## src/rtl/qc_ldpc_pkg.sv

```systemverilog
// Shared QC LDPC constants, serializer state type and beat-count helper.
package qc_ldpc_pkg;

    localparam int CW_W   = 162;
    localparam int INFO_W = 27;

    typedef enum logic {
        IDLE,
        SEND
    } ser_state_t;

    function automatic int nbeats(input int cw_w, input int out_w);
        return cw_w / out_w;
    endfunction

endpackage

```

## src/rtl/qc_cw_serializer_if.sv

```systemverilog
// Encoder-side capture and sink-side beat stream signals of the serializer.
interface qc_cw_serializer_if #(
    parameter int CW_W  = qc_ldpc_pkg::CW_W,
    parameter int OUT_W = 9
);

    logic             in_valid;
    logic [CW_W-1:0]  in_data;
    logic             in_ready;
    logic             out_valid;
    logic             out_ready;
    logic [OUT_W-1:0] out_data;
    logic             out_sop;
    logic             out_eop;

    modport master (
        output in_valid, in_data, out_ready,
        input  in_ready, out_valid, out_data, out_sop, out_eop
    );

    modport slave (
        input  in_valid, in_data, out_ready,
        output in_ready, out_valid, out_data, out_sop, out_eop
    );

endinterface

```

## src/rtl/qc_cw_fifo.sv

```systemverilog
// Circular codeword buffer; head entry is visible on rd_data without a pop.
module qc_cw_fifo #(
    parameter int DEPTH = 2,
    parameter int W     = 162,
    localparam int AW   = (DEPTH > 1) ? $clog2(DEPTH) : 1,
    localparam int CNTW = $clog2(DEPTH + 1)
) (
    input  logic            clk,
    input  logic            rst,
    input  logic            wr_en,
    input  logic [W-1:0]    wr_data,
    input  logic            rd_en,
    output logic [W-1:0]    rd_data,
    output logic            full,
    output logic            empty,
    output logic [CNTW-1:0] count
);

    logic [W-1:0]    mem_q [DEPTH];
    logic [AW-1:0]   wr_ptr_q;
    logic [AW-1:0]   rd_ptr_q;
    logic [CNTW-1:0] count_q;
    logic            do_wr;
    logic            do_rd;

    assign full    = (count_q == CNTW'(DEPTH));
    assign empty   = (count_q == '0);
    assign count   = count_q;
    assign rd_data = mem_q[rd_ptr_q];
    assign do_wr   = wr_en && !full;
    assign do_rd   = rd_en && !empty;

    always_ff @(posedge clk) begin
        if (do_wr) begin
            mem_q[wr_ptr_q] <= wr_data;
        end
    end

    // Power-of-two depth lets the pointers wrap by plain overflow.
    always_ff @(posedge clk or negedge rst) begin
        if (!rst) begin
            wr_ptr_q <= '0;
            rd_ptr_q <= '0;
            count_q  <= '0;
        end else begin
            if (do_wr) begin
                wr_ptr_q <= wr_ptr_q + 1'b1;
            end
            if (do_rd) begin
                rd_ptr_q <= rd_ptr_q + 1'b1;
            end
            if (do_wr && !do_rd) begin
                count_q <= count_q + 1'b1;
            end else if (!do_wr && do_rd) begin
                count_q <= count_q - 1'b1;
            end
        end
    end

endmodule

```

## src/rtl/qc_cw_serializer.sv

```systemverilog
// Buffers encoder codewords and streams them MSB-first as OUT_W-bit beats.
module qc_cw_serializer #(
    parameter int CW_W  = qc_ldpc_pkg::CW_W,
    parameter int OUT_W = 9,
    parameter int DEPTH = 2,
    parameter int CNT_W = 16
) (
    input  logic                  clk,
    input  logic                  rst,
    qc_cw_serializer_if.slave     bus,
    output logic                  ovf_err,
    output logic [CNT_W-1:0]      cw_count
);

    import qc_ldpc_pkg::*;

    localparam int NBEATS = nbeats(CW_W, OUT_W);
    localparam int BW     = (NBEATS > 1) ? $clog2(NBEATS) : 1;
    localparam int CNTW   = $clog2(DEPTH + 1);

    if (CW_W % OUT_W != 0) begin : g_bad_width
        $error("CW_W must be a multiple of OUT_W");
    end
    if (DEPTH < 2 || (DEPTH & (DEPTH - 1)) != 0) begin : g_bad_depth
        $error("DEPTH must be a power of two, at least 2");
    end

    ser_state_t       state_q;
    logic [CW_W-1:0]  shreg_q;
    logic [BW-1:0]    beat_q;
    logic             valid_q;
    logic             sop_q;
    logic             eop_q;
    logic             ovf_q;
    logic [CNT_W-1:0] cnt_q;

    logic [CW_W-1:0]  head;
    logic             full;
    logic             empty;
    logic [CNTW-1:0]  count;
    logic             wr_en;
    logic             rd_en;
    logic             hs;

    assign bus.in_ready  = (count != CNTW'(DEPTH));
    assign wr_en         = bus.in_valid && bus.in_ready;
    assign hs            = valid_q && bus.out_ready;
    // Pop on leaving IDLE, or on the last beat so the next word follows gaplessly.
    assign rd_en         = !empty && ((state_q == IDLE) || (hs && eop_q));

    assign bus.out_valid = valid_q;
    assign bus.out_data  = shreg_q[CW_W-1 -: OUT_W];
    assign bus.out_sop   = sop_q;
    assign bus.out_eop   = eop_q;
    assign ovf_err       = ovf_q;
    assign cw_count      = cnt_q;

    qc_cw_fifo #(
        .DEPTH (DEPTH),
        .W     (CW_W)
    ) u_fifo (
        .clk     (clk),
        .rst     (rst),
        .wr_en   (wr_en),
        .wr_data (bus.in_data),
        .rd_en   (rd_en),
        .rd_data (head),
        .full    (full),
        .empty   (empty),
        .count   (count)
    );

    always_ff @(posedge clk or negedge rst) begin
        if (!rst) begin
            state_q <= IDLE;
            shreg_q <= '0;
            beat_q  <= '0;
            valid_q <= 1'b0;
            sop_q   <= 1'b0;
            eop_q   <= 1'b0;
            ovf_q   <= 1'b0;
            cnt_q   <= '0;
        end else begin
            if (bus.in_valid && full) begin
                ovf_q <= 1'b1;
            end
            if (hs && eop_q) begin
                cnt_q <= cnt_q + 1'b1;
            end
            if (rd_en) begin
                state_q <= SEND;
                shreg_q <= head;
                beat_q  <= '0;
                valid_q <= 1'b1;
                sop_q   <= 1'b1;
                eop_q   <= (NBEATS == 1);
            end else if (hs && eop_q) begin
                state_q <= IDLE;
                valid_q <= 1'b0;
                sop_q   <= 1'b0;
                eop_q   <= 1'b0;
            end else if (hs) begin
                shreg_q <= shreg_q << OUT_W;
                beat_q  <= beat_q + 1'b1;
                sop_q   <= 1'b0;
                eop_q   <= (beat_q == BW'(NBEATS - 2));
            end
        end
    end

endmodule

```

## src/flat_wrapper.sv

```systemverilog
// flat-port wrapper written by rule: the top's interface ports become plain ports
module qc_cw_serializer_flat import qc_ldpc_pkg::*;
#(
    parameter int CW_W  = qc_ldpc_pkg::CW_W,
    parameter int OUT_W = 9,
    parameter int DEPTH = 2,
    parameter int CNT_W = 16
)
  (clk, rst, ovf_err, cw_count, bus_in_valid, bus_in_data, bus_out_ready, bus_in_ready, bus_out_valid, bus_out_data, bus_out_sop, bus_out_eop);
  qc_cw_serializer_if #(.CW_W(CW_W), .OUT_W(OUT_W)) bus_i ();
  input  logic clk;
  input  logic rst;
  output logic ovf_err;
  output logic [CNT_W-1:0] cw_count;
  input wire logic [$bits(bus_i.in_valid)-1:0] bus_in_valid;
  input wire logic [$bits(bus_i.in_data)-1:0] bus_in_data;
  input wire logic [$bits(bus_i.out_ready)-1:0] bus_out_ready;
  output wire logic [$bits(bus_i.in_ready)-1:0] bus_in_ready;
  output wire logic [$bits(bus_i.out_valid)-1:0] bus_out_valid;
  output wire logic [$bits(bus_i.out_data)-1:0] bus_out_data;
  output wire logic [$bits(bus_i.out_sop)-1:0] bus_out_sop;
  output wire logic [$bits(bus_i.out_eop)-1:0] bus_out_eop;
  assign bus_i.in_valid = bus_in_valid;
  assign bus_i.in_data = bus_in_data;
  assign bus_i.out_ready = bus_out_ready;
  assign bus_in_ready = bus_i.in_ready;
  assign bus_out_valid = bus_i.out_valid;
  assign bus_out_data = bus_i.out_data;
  assign bus_out_sop = bus_i.out_sop;
  assign bus_out_eop = bus_i.out_eop;
  qc_cw_serializer #(.CW_W(CW_W), .OUT_W(OUT_W), .DEPTH(DEPTH), .CNT_W(CNT_W)) u_core (.clk(clk), .rst(rst), .bus(bus_i), .ovf_err(ovf_err), .cw_count(cw_count));
endmodule
```

## config.mk

```make
export PLATFORM = sky130hd
export DESIGN_NAME = qc_cw_serializer_flat
export DESIGN_NICKNAME = d
export VERILOG_FILES = /design/src/rtl/qc_ldpc_pkg.sv /design/src/rtl/qc_cw_serializer_if.sv /design/src/rtl/qc_cw_fifo.sv /design/src/rtl/qc_cw_serializer.sv /design/src/flat_wrapper.sv
export SDC_FILE = /design/constraint.sdc
export NUM_CORES = 1
export LEC_CHECK = 0
export CORE_UTILIZATION = 25
export CTS_CLUSTER_DIAMETER = 60
export CTS_CLUSTER_SIZE = 16
export DETAILED_ROUTE_END_ITERATION = 10
export HOLD_SLACK_MARGIN = 0.08
export PLACE_DENSITY_LB_ADDON = 0.1
export SLEW_MARGIN = 15
export SYNTH_ARGS = -nofsm -noshare
export SYNTH_HDL_FRONTEND = slang
export SYNTH_SLANG_ARGS = --single-unit
```

## constraint.sdc

```tcl
create_clock -name clk -period 13.6 [get_ports clk]
set_input_delay 2.72 -clock clk [delete_from_list [all_inputs] [get_ports clk]]
set_output_delay 2.72 -clock clk [all_outputs]
set_load 0.005 [all_outputs]
```

==> results of run 1 <==
[area by class of cell]
| cell class | instances | area share |
|---|---|---|
| repair buffers | 209 | 0.07962 |
| inverters | 7 | 0.001281 |
| clock inverters | 39 | 0.01926 |
| multi-input cells | 878 | 0.2381 |
| well taps | 1144 | 0.05428 |
| diodes | 2 | 0.0001898 |
| clock buffers | 69 | 0.05694 |
| flip-flops and latches | 515 | 0.5504 |
[state kept, by name, summed over array words and instances, names as in the netlist]
name                    flops
u_core.u_fifo.rd_ptr_q      1
u_core.shreg_q            162
u_core.bus.out_eop          1
u_core.state_q              1
u_core.cw_count            16
u_core.beat_q               5
u_core.bus.out_sop          1
u_core.ovf_err              1
u_core.u_fifo.mem_q       324
u_core.u_fifo.wr_ptr_q      1
u_core.u_fifo.count         2
[kinds of logic after synthesis]
group	after synthesis	synth area share
muxes	10	0.004695
adders and majority gates	4	0.002319
and+or+nand+nor	515	0.1105
AOI/OAI and AO/OA	329	0.1641
buffers and inverters	125	0.03808
xor gates and xnor gates	20	0.008115
DFF	515	0.6721
[power by group]
part           internal (uW)  leakage (uW)  switching (uW)
logic                    382       0.00249             669
clock network            944      0.000959             698
registers               2130       0.00560             209
[routing by layer]
layer,GRT usage,vias to the layer above,wire [um]
li1,-,5843,-
met1,0.1635,6067,24670
met2,0.1965,188,25080
met3,0.02833,74,2471
met4,0.03336,10,1106
met5,0,-,67
[per-stage QoR]
stage | cells | power, uW
2_1_floorplan | 1518 | 3135
3_3_place_gp | 2753 | 3450
3_5_place_dp | 2753 | 3472
4_1_cts | 2861 | 5151
5_1_grt | 2861 | 5329
6_report | 2863 | 5030
[worst max-delay path by stage]
stage                        startpoint                   endpoint  slack [ns]  depth (start not counted)
after floorplan            bus_in_valid  u_core.u_fifo.mem_q[0][0]        3.38                          2
after global placement    bus_out_ready        u_core.shreg_q[112]        7.39                          7
after detailed placement  bus_out_ready        u_core.shreg_q[112]        7.37                          7
after CTS                 bus_out_ready         u_core.shreg_q[72]        8.05                          7
after global routing      bus_out_ready         u_core.shreg_q[55]        7.66                          7
final                     bus_out_ready         u_core.shreg_q[35]        7.92                          7
[cell usage after synthesis]
cell type / number
buf_6: 27
inv_1: 6
a41o_1: 1
nand2_1: 177
and3_1: 3
nor2_1: 156
inv_4: 1
o21bai_2: 1
and2_1: 2
nor3_1: 1
o21a_4: 1
o31ai_1: 37
a211oi_1: 53
o21ai_0: 14
a211oi_2: 100
dfrtp_1: 191
buf_12: 1
edfxtp_1: 324
nand2b_1: 4
mux2i_1: 9
buf_2: 33
mux2_2: 1
ha_1: 4
nand4_1: 3
o31ai_2: 116
clkbuf_1: 35
xor2_1: 3
a22o_1: 3
nor2b_1: 154
buf_4: 21
nand3_1: 9
o2bb2ai_1: 1
and4_1: 4
o21bai_1: 1
buf_8: 1
or2_2: 2
a21bo_4: 1
xnor2_1: 17
==> impl_results.md, run 1 <==
- Largest net degree at the start of global routing: 180
- Min Tclk post-route: around 5.7 ns
- Tot GR Track Use: 0.1220
- R2r setup slk: about 10 ns
- Routed Antenna Nets: 0
- Area Growth Syn to Fin: 22.15%
- TritonCTS clock tree: done
- Clk Tree Root Cell: clkbuf_16
- Post-synth cell types: 38
- Post-CTS Resized: 0
- Commonest non-fill, non-tap cells in the layout: edfxtp_1, clkdlybuf4s50_1, dfrtp_1
- Slowest-stage cell, CP: buf_4
- PortBufs: 195
- Multi-input gate area: ~6300 um^2
- Final WL: about 53 mm
- Post-Syn Area per Cell: approximately 14 um^2
- Core area: 85280 um^2
- Full die area: roughly 88000 um^2
- Reg2Reg Depth: 6
- Floorplan row count: ~110
- Worst VDD drop: between 0.15 and 0.2 mV
- Crit share post-route: 0.4177
- WP data required: 14.12 ns
- Initial antenna violation count: 7
- Layout cells sized above 1: 0.1980
- Max incr delay on CP: 0.83 ns
- Hpwl dp: 32.11 mm
- Total leakage power: 0.009051 uW
- Post-CTS setup buffers: 0
- Startpoint types: primary input
- Post-Syn Nets: 1688
- Routability cong.: approximately 0.7
- CTS Buffer Depth: 3
- Endpoints failing hold: 0
- CP Cell Sequence: clkdlybuf4s50_1 -> inv_1 -> a22o_4 -> buf_4 -> buf_12 -> nand2_1 -> o31ai_2
- CTS Buf Count: 57
- Hold bufs inserted after CTS: 0
- Area occupied by registers: 14510 um^2
- Yosys reg bits: ~520
- Top cell family by delay on the critical path: buffers and inverters
- Sequential area share after synthesis: 0.6721
- DRC: 0
- RSZ-0062 raised after global routing: false
- Hold path startpoint: u_core.cw_count[15]
- Critical Path Sink Type: flip-flop
- Vias in the first global route: around 12k
- Outcome: finished, final reports clean
- DR vias: between 10k and 15k
- Crit path arrival time: just over 6 ns
- Worst-Skew Late Latency: approximately 0.63 ns
- Power per cell area: between 150 and 200 nW/um^2
- Crit path buffers/inverters: 4
- Vias per inst: approximately 4.3
- Area leader, netlist: edfxtp_1
- Final Instance Area: ~26000 um^2
- First-pass GRT wire length: about 80 mm
- Final Worst Setup Slack: approximately 7.9 ns
- Share of the synthesized area in the top cell type: 0.4507
- Hold EP: u_core.cw_count[15]
- WS Path Type: in2reg
- Die Ht: between 200 and 300 um
- Chip Width: a little under 300 um
- H-tree level count: 2
- Fmax: about 0.18 GHz
- Commonest non-fill, non-tap cell in the layout: edfxtp_1
- Synth Warn #: 0
- Clock sink count: around 520
- Post-Syn Area: 21590 um^2
- Worst-path fanout max: ~180
- Slew headroom: 0.1950
- Fillers: 8578
- # nets final: roughly 1.8k
- Place WS: about 7.4 ns
- Reg2reg start: u_core.u_fifo.count[0]
- Max Slew Vio Count: 0
- Top area cells in the synthesized netlist: edfxtp_1, dfrtp_1, o31ai_2
- Placed Area: 24350 um^2
- Initial Util: 0.2531
- Worst-case clock skew: around 0.036 ns
- Ports: 196
- Worst Hold Path Cells: 1
- Max-Cap Viols: 0
- Syn Inst Count: roughly 1.5k
- Worst Hold Slack: 0.4686 ns
- Setup_tns: 0 ns
- Wire per inst: around 19 um
- Worst-path clk slew: 0.06 ns
- Layout Utilization: 0.3092
- Hold/Removal Path Class: reg2reg
- Drt pass-1 iters: 4
- Endpoints failing setup: 0
- Tightest Pin Transition: ~1.2 ns
- Grt total ovfl: 0
- FF-to-FF End: u_core.shreg_q[35]
- Iteration-0 DRC Markers: just under 600
Power figures use the tool's default switching activity.
==> run 2, diff against run 1 <==
Clock period 13.6 ns to 4.7 ns, I/O delays scaled along.
==> run 2 against run 1 <==
  * Wire length grew 3.8%
  * Non-clock buffer count grew 13
  * Cell area grew 1.2%
  * Sequential share of layout area shrank 0.67 points
  * Clock-buffer cell count shrank 1
  * Global-route usage grew 0.63 points
  * Register-to-register slack lost 7.7 ns
  * Setup slack lost 6.1 ns
  * Final cell count grew 0.63%
  * First-iteration DRC count shrank 16%
  * Core utilization grew 0.38 points
  * Hold slack lost 0.18 ns
  * Critical endpoint is now bus_in_ready
==> impl_results.md, run 2 (same netlist as run 1, synthesis figures left out) <==
- Outcome: finished, final reports clean
- Slew headroom: 0.4086
- Final Worst Setup Slack: 1.867 ns
- Placed cells: between 2k and 3k
- Area Growth Syn to Fin: 23.67%
- Post-CTS Resized: 0
- CTS Buf Count: 60
- Worst-Skew Late Latency: slightly above 0.6 ns
- Drt pass-1 iters: 4
- TritonCTS clock tree: done
- Worst-path fanout max: 5
- Post-CTS setup buffers: 0
- Setup_tns: 0 ns
- Floorplan row count: between 100 and 150
- Ports: 196
- Initial antenna violation count: 8
- RSZ-0062 raised after global routing: false
- Chip Width: between 200 and 300 um
- Crit share post-route: 0.6028
- Largest net degree at the start of global routing: between 150 and 200
- Routability cong.: 0.7019
- Worst-case clock skew: 0.01563 ns
- Initial Util: 0.2531
- Iteration-0 DRC Markers: between 400 and 500
- Multi-input gate area: roughly 6300 um^2
- WP data required: around 3.8 ns
- Final WL: 55.43 mm
- DR vias: about 12k
- Commonest non-fill, non-tap cells in the layout: edfxtp_1, clkdlybuf4s50_1, dfrtp_1
- Top cell family by delay on the critical path: buffers and inverters
- Vias in the first global route: 12.90k
- PortBufs: between 150 and 200
- Slowest-stage cell, CP: clkdlybuf4s50_1
- CP Cell Sequence: nand2b_1 -> clkdlybuf4s50_1
- Placed Area: around 25000 um^2
- Tot GR Track Use: 0.1283
- Total leakage power: 0.009237 uW
- Wire per inst: roughly 19 um
- Most flop-heavy register: u_core.u_fifo.mem_q
- Endpoints failing setup: 0
- Power per cell area: 556.4 nW/um^2
- Place WS: between 1 and 1.5 ns
- Crit path arrival time: about 1.9 ns
- Startpoint types: flip-flop
- First-pass GRT wire length: about 85 mm
- Area occupied by registers: between 10000 and 15000 um^2
- R2r setup slk: approximately 2.3 ns
- Vias per inst: between 4 and 5
- H-tree level count: 2
- Full die area: 87530 um^2
- Fmax: approximately 0.35 GHz
- Tightest Pin Transition: around 0.89 ns
- Worst VDD drop: roughly 0.28 mV
- Fillers: between 8k and 9k
- Final Instance Area: 26700 um^2
- Max FFs per register: roughly 320
- Max Slew Vio Count: 0
- DRC: 0
- Endpoints failing hold: 0
- Commonest non-fill, non-tap cell in the layout: edfxtp_1
- Die Ht: ~300 um
- CTS Buffer Depth: 3
- WS Path Type: reg2out
- Clk Tree Root Cell: clkbuf_16
- # nets final: 1854
- Max incr delay on CP: 0.55 ns
- Routed Antenna Nets: 0
- Layout cells sized above 1: 0.2103
- Crit path buffers/inverters: 1
- Worst-path clk slew: about 0.060 ns
- Max-Cap Viols: 0
- Min Tclk post-route: around 2.8 ns
- Clock sink count: 515
- Hold bufs inserted after CTS: 0
- Grt total ovfl: 0
- Post-route insts no fill: roughly 2.9k
- Core area: 85280 um^2
- Hpwl dp: approximately 34 mm
- Final Power: about 15000 uW
- Hold/Removal Path Class: in2async
- Critical Path Sink Type: output pin
==> run 2: report_power, final <==
part	leakage, uW	total (uW)	switching (uW)	internal [uW]
clock	0.00104	4890	2130	2760
combinational	0.00260	3140	1940	1200
sequential	0.00560	6820	679	6140
==> run 2: final cells by class <==
class                   instances  share of cell area
diodes                          1          0.00009374
clock buffers                  68             0.06004
clock inverters                46             0.01875
inverters                       7            0.001265
multi-input cells             878              0.2351
flip-flops and latches        515              0.5436
well taps                    1144             0.05362
repair buffers                222             0.08746
==> run 2: path summary, 6_finish.rpt <==
check,startpoint,endpoint,cells after the start
worst max-delay path,u_core.u_fifo.count[0],bus_in_ready,2
max in group asynchronous,rst,u_core.shreg_q[152],2
worst max register to register,u_core.u_fifo.count[0],u_core.u_fifo.mem_q[0][5],4
worst min-delay path,rst,u_core.shreg_q[144],1
min in group clk,u_core.shreg_q[5],u_core.shreg_q[5],2
worst min register to register,u_core.shreg_q[5],u_core.shreg_q[5],2
==> run 2: stage by stage <==
step                      utilization  hold WS (ns)
after global placement         0.2883        0.4594
after detailed placement       0.2883        0.4665
after global routing           0.3130        0.3142
final                          0.3130        0.2898
after floorplan                     -        0.4492
after CTS                      0.3130        0.3080
==> run 2: metal layers <==
layer,track usage,vias to the layer above,part of all wire
li1,-,5867,-
met1,0.1717,6078,0.46
met2,0.2069,200,0.47
met3,0.03118,81,0.050
met4,0.03260,14,0.018
met5,0,-,0.0015
==> run 2: worst reg2reg max path: stages (launching register included) <==
cell	delay, ns
dfrtp_1	0.45
nand2b_1	0.28
nand2_1	0.18
nor2_4	0.61
buf_12	0.41
==> run 3, diff against run 2 <==
Clock period 4.7 ns to 2.6 ns, I/O delays scaled along.
==> run 3 against run 2 <==
  * Clock-buffer cell count is 5 lower
  * Power is 79% higher
  * Via count is 1.1% higher
  * Critical endpoint unchanged
  * Critical path depth stayed put
  * Sequential share of layout area is 0.65 points lower
==> impl_results.md, run 3 (same netlist as run 1, synthesis figures left out) <==
- Sequential power share: 0.461
- Final Instance Area: ~27000 um^2
- Switching fraction of total power: 0.3161
- CTS Buffer Depth: 3
- Post-CTS setup buffers: 0
- WS Path Type: reg2out
- Startpoint types: flip-flop
- Core area: 85280 um^2
- Tightest Pin Transition: ~0.50 ns
- Commonest non-fill, non-tap cell in the layout: edfxtp_1
- Drt pass-1 iters: 4
- Max FFs per register: between 300 and 400
- Hpwl dp: ~37 mm
- Routed Antenna Nets: 0
- Worst-path fanout max: 5
- Reg2Reg Depth: 6
- Routability cong.: just under 0.7
- Final WL: between 50 and 60 mm
- Power per cell area: 981.8 nW/um^2
- Full die area: 87530 um^2
- NetSw: about 8400 uW
- Vias per inst: approximately 4.3
- Power Internal: roughly 18000 uW
- Crit share post-route: 0.8872
- Slew headroom: 0.6655
- Comb pwr share: 0.234
- Tot GR Track Use: 0.1294
- Fmax: 0.4335 GHz
- Initial Util: 0.2531
- Ports: around 200
- Worst-Skew Late Latency: slightly above 0.6 ns
- Floorplan row count: between 100 and 150
- Area Growth Syn to Fin: 25.16%
- Die Ht: just under 300 um
- Final Power: about 27000 uW
- DR vias: approximately 12k
- WP data required: approximately 2.1 ns
- CTS Buf Count: 53
- H-tree level count: 2
- Outcome: finished, final reports clean
- R2r setup slk: ~0.67 ns
- Max-Cap Viols: 0
- RSZ-0062 raised after global routing: false
- Endpoints failing setup: 0
- Clk Tree Root Cell: clkbuf_16
- Commonest non-fill, non-tap cells in the layout: edfxtp_1, clkdlybuf4s50_1, dfrtp_1
- Total leakage power: approximately 0.0094 uW
- Min Tclk post-route: around 2.3 ns
- DRC: 0
- Critical Path Sink Type: output pin
- Iteration-0 DRC Markers: 594
- Endpoints failing hold: 0
- Chip Width: ~300 um
- # nets final: around 1.9k
- PortBufs: between 150 and 200
- Layout cells sized above 1: 0.2172
- Worst-case clock skew: 0.02954 ns
- Clock network power share: 0.306
- Initial antenna violation count: 11
- TritonCTS clock tree: done
- Worst-path clk slew: around 0.07 ns
- Reg2reg start: u_core.state_q
- Placed Area: 25160 um^2
- Wire per inst: between 15 and 20 um
- First-pass GRT wire length: between 80 and 90 mm
- Layout Utilization: 0.3168
- Post-CTS Resized: 0
- Fillers: 8523
- Clock sink count: 515
- Worst Hold Slack: 0.4435 ns
- Crit path arrival time: around 1.8 ns
- Largest net degree at the start of global routing: 70
- Hold/Removal Path Class: in2async
- Grt total ovfl: 0
- FF-to-FF End: u_core.shreg_q[51]
- Max Slew Vio Count: 0
- Most flop-heavy register: u_core.u_fifo.mem_q
- Worst VDD drop: around 0.62 mV
- Vias in the first global route: 12.91k
- Setup_tns: 0 ns
-- run 3: cell count changes in the layout (fill, tap and decap cells not counted), sizes merged --
cell         previous run  this run
buf                    28        60
clkinv                 25        14
clkbuf                 68        63
clkinvlp                2         5
inv                    22        19
bufinv                  4         5
dlygate4sd3             0         1
-- run 3: how the worst max path moves through the flow --
stage	start	endpoint	slack [ns]	depth (start not counted)
floorplan	u_core.u_fifo.count[0]	u_core.u_fifo.mem_q[0][0]	-0.88	3
global placement	bus_out_ready	u_core.shreg_q[99]	0.20	7
detailed placement	bus_out_ready	u_core.shreg_q[51]	0.17	7
CTS	u_core.u_fifo.count[0]	bus_in_ready	0.23	2
global route	u_core.u_fifo.count[0]	bus_in_ready	0.17	2
finish	u_core.u_fifo.count[0]	bus_in_ready	0.29	2
-- run 3: critical path, cell delays in order (launching register included) --
cell and delay (ns):
dfrtp_1 0.46, nand2b_4 0.22, clkdlybuf4s50_1 0.51
-- run 3: timing repair --
item	4_1_cts	5_1_grt
setup endpoints to repair	0	0
hold buffers	1	0
endpoints found under the hold margin	46	0
-- run 3: power by group through the flow --
stage / Combinational (uW) / Clock, uW / Sequential (uW)
2_1_floorplan: 4240 / 0 / 12000
3_3_place_gp: 6360 / 0 / 12400
3_5_place_dp: 6430 / 0 / 12400
4_1_cts: 6440 / 8440 / 12300
5_1_grt: 6900 / 8700 / 12500
6_report: 6200 / 8100 / 12200
-- run 3: per-stage QoR --
stage / setup WS (ns) / cells
2_1_floorplan: -0.8792 / 1518
3_3_place_gp: 0.2046 / 2798
3_5_place_dp: 0.1671 / 2798
4_1_cts: 0.2280 / 2898
5_1_grt: 0.1680 / 2898
6_report: 0.2933 / 2899
-- run 3: per-layer routing --
metal,vias to the layer above,GRT usage,part of all wire
met5,-,0,0.0015
met4,14,0.03488,0.020
met3,85,0.02541,0.043
met2,182,0.2104,0.48
met1,6151,0.1751,0.46
li1,5941,-,-
-- run 3: area by class of cell --
class	instances	area, um^2	area share
antenna	1	2.502	0.00009262
clock buffer	63	1436	0.05316
clock inverter	36	411.6	0.01524
inverter	7	33.78	0.001250
multi-input combinational	878	6292	0.2329
sequential	515	14510	0.5371
tap	1144	1431	0.05298
timing repair buffer	255	2898	0.1073
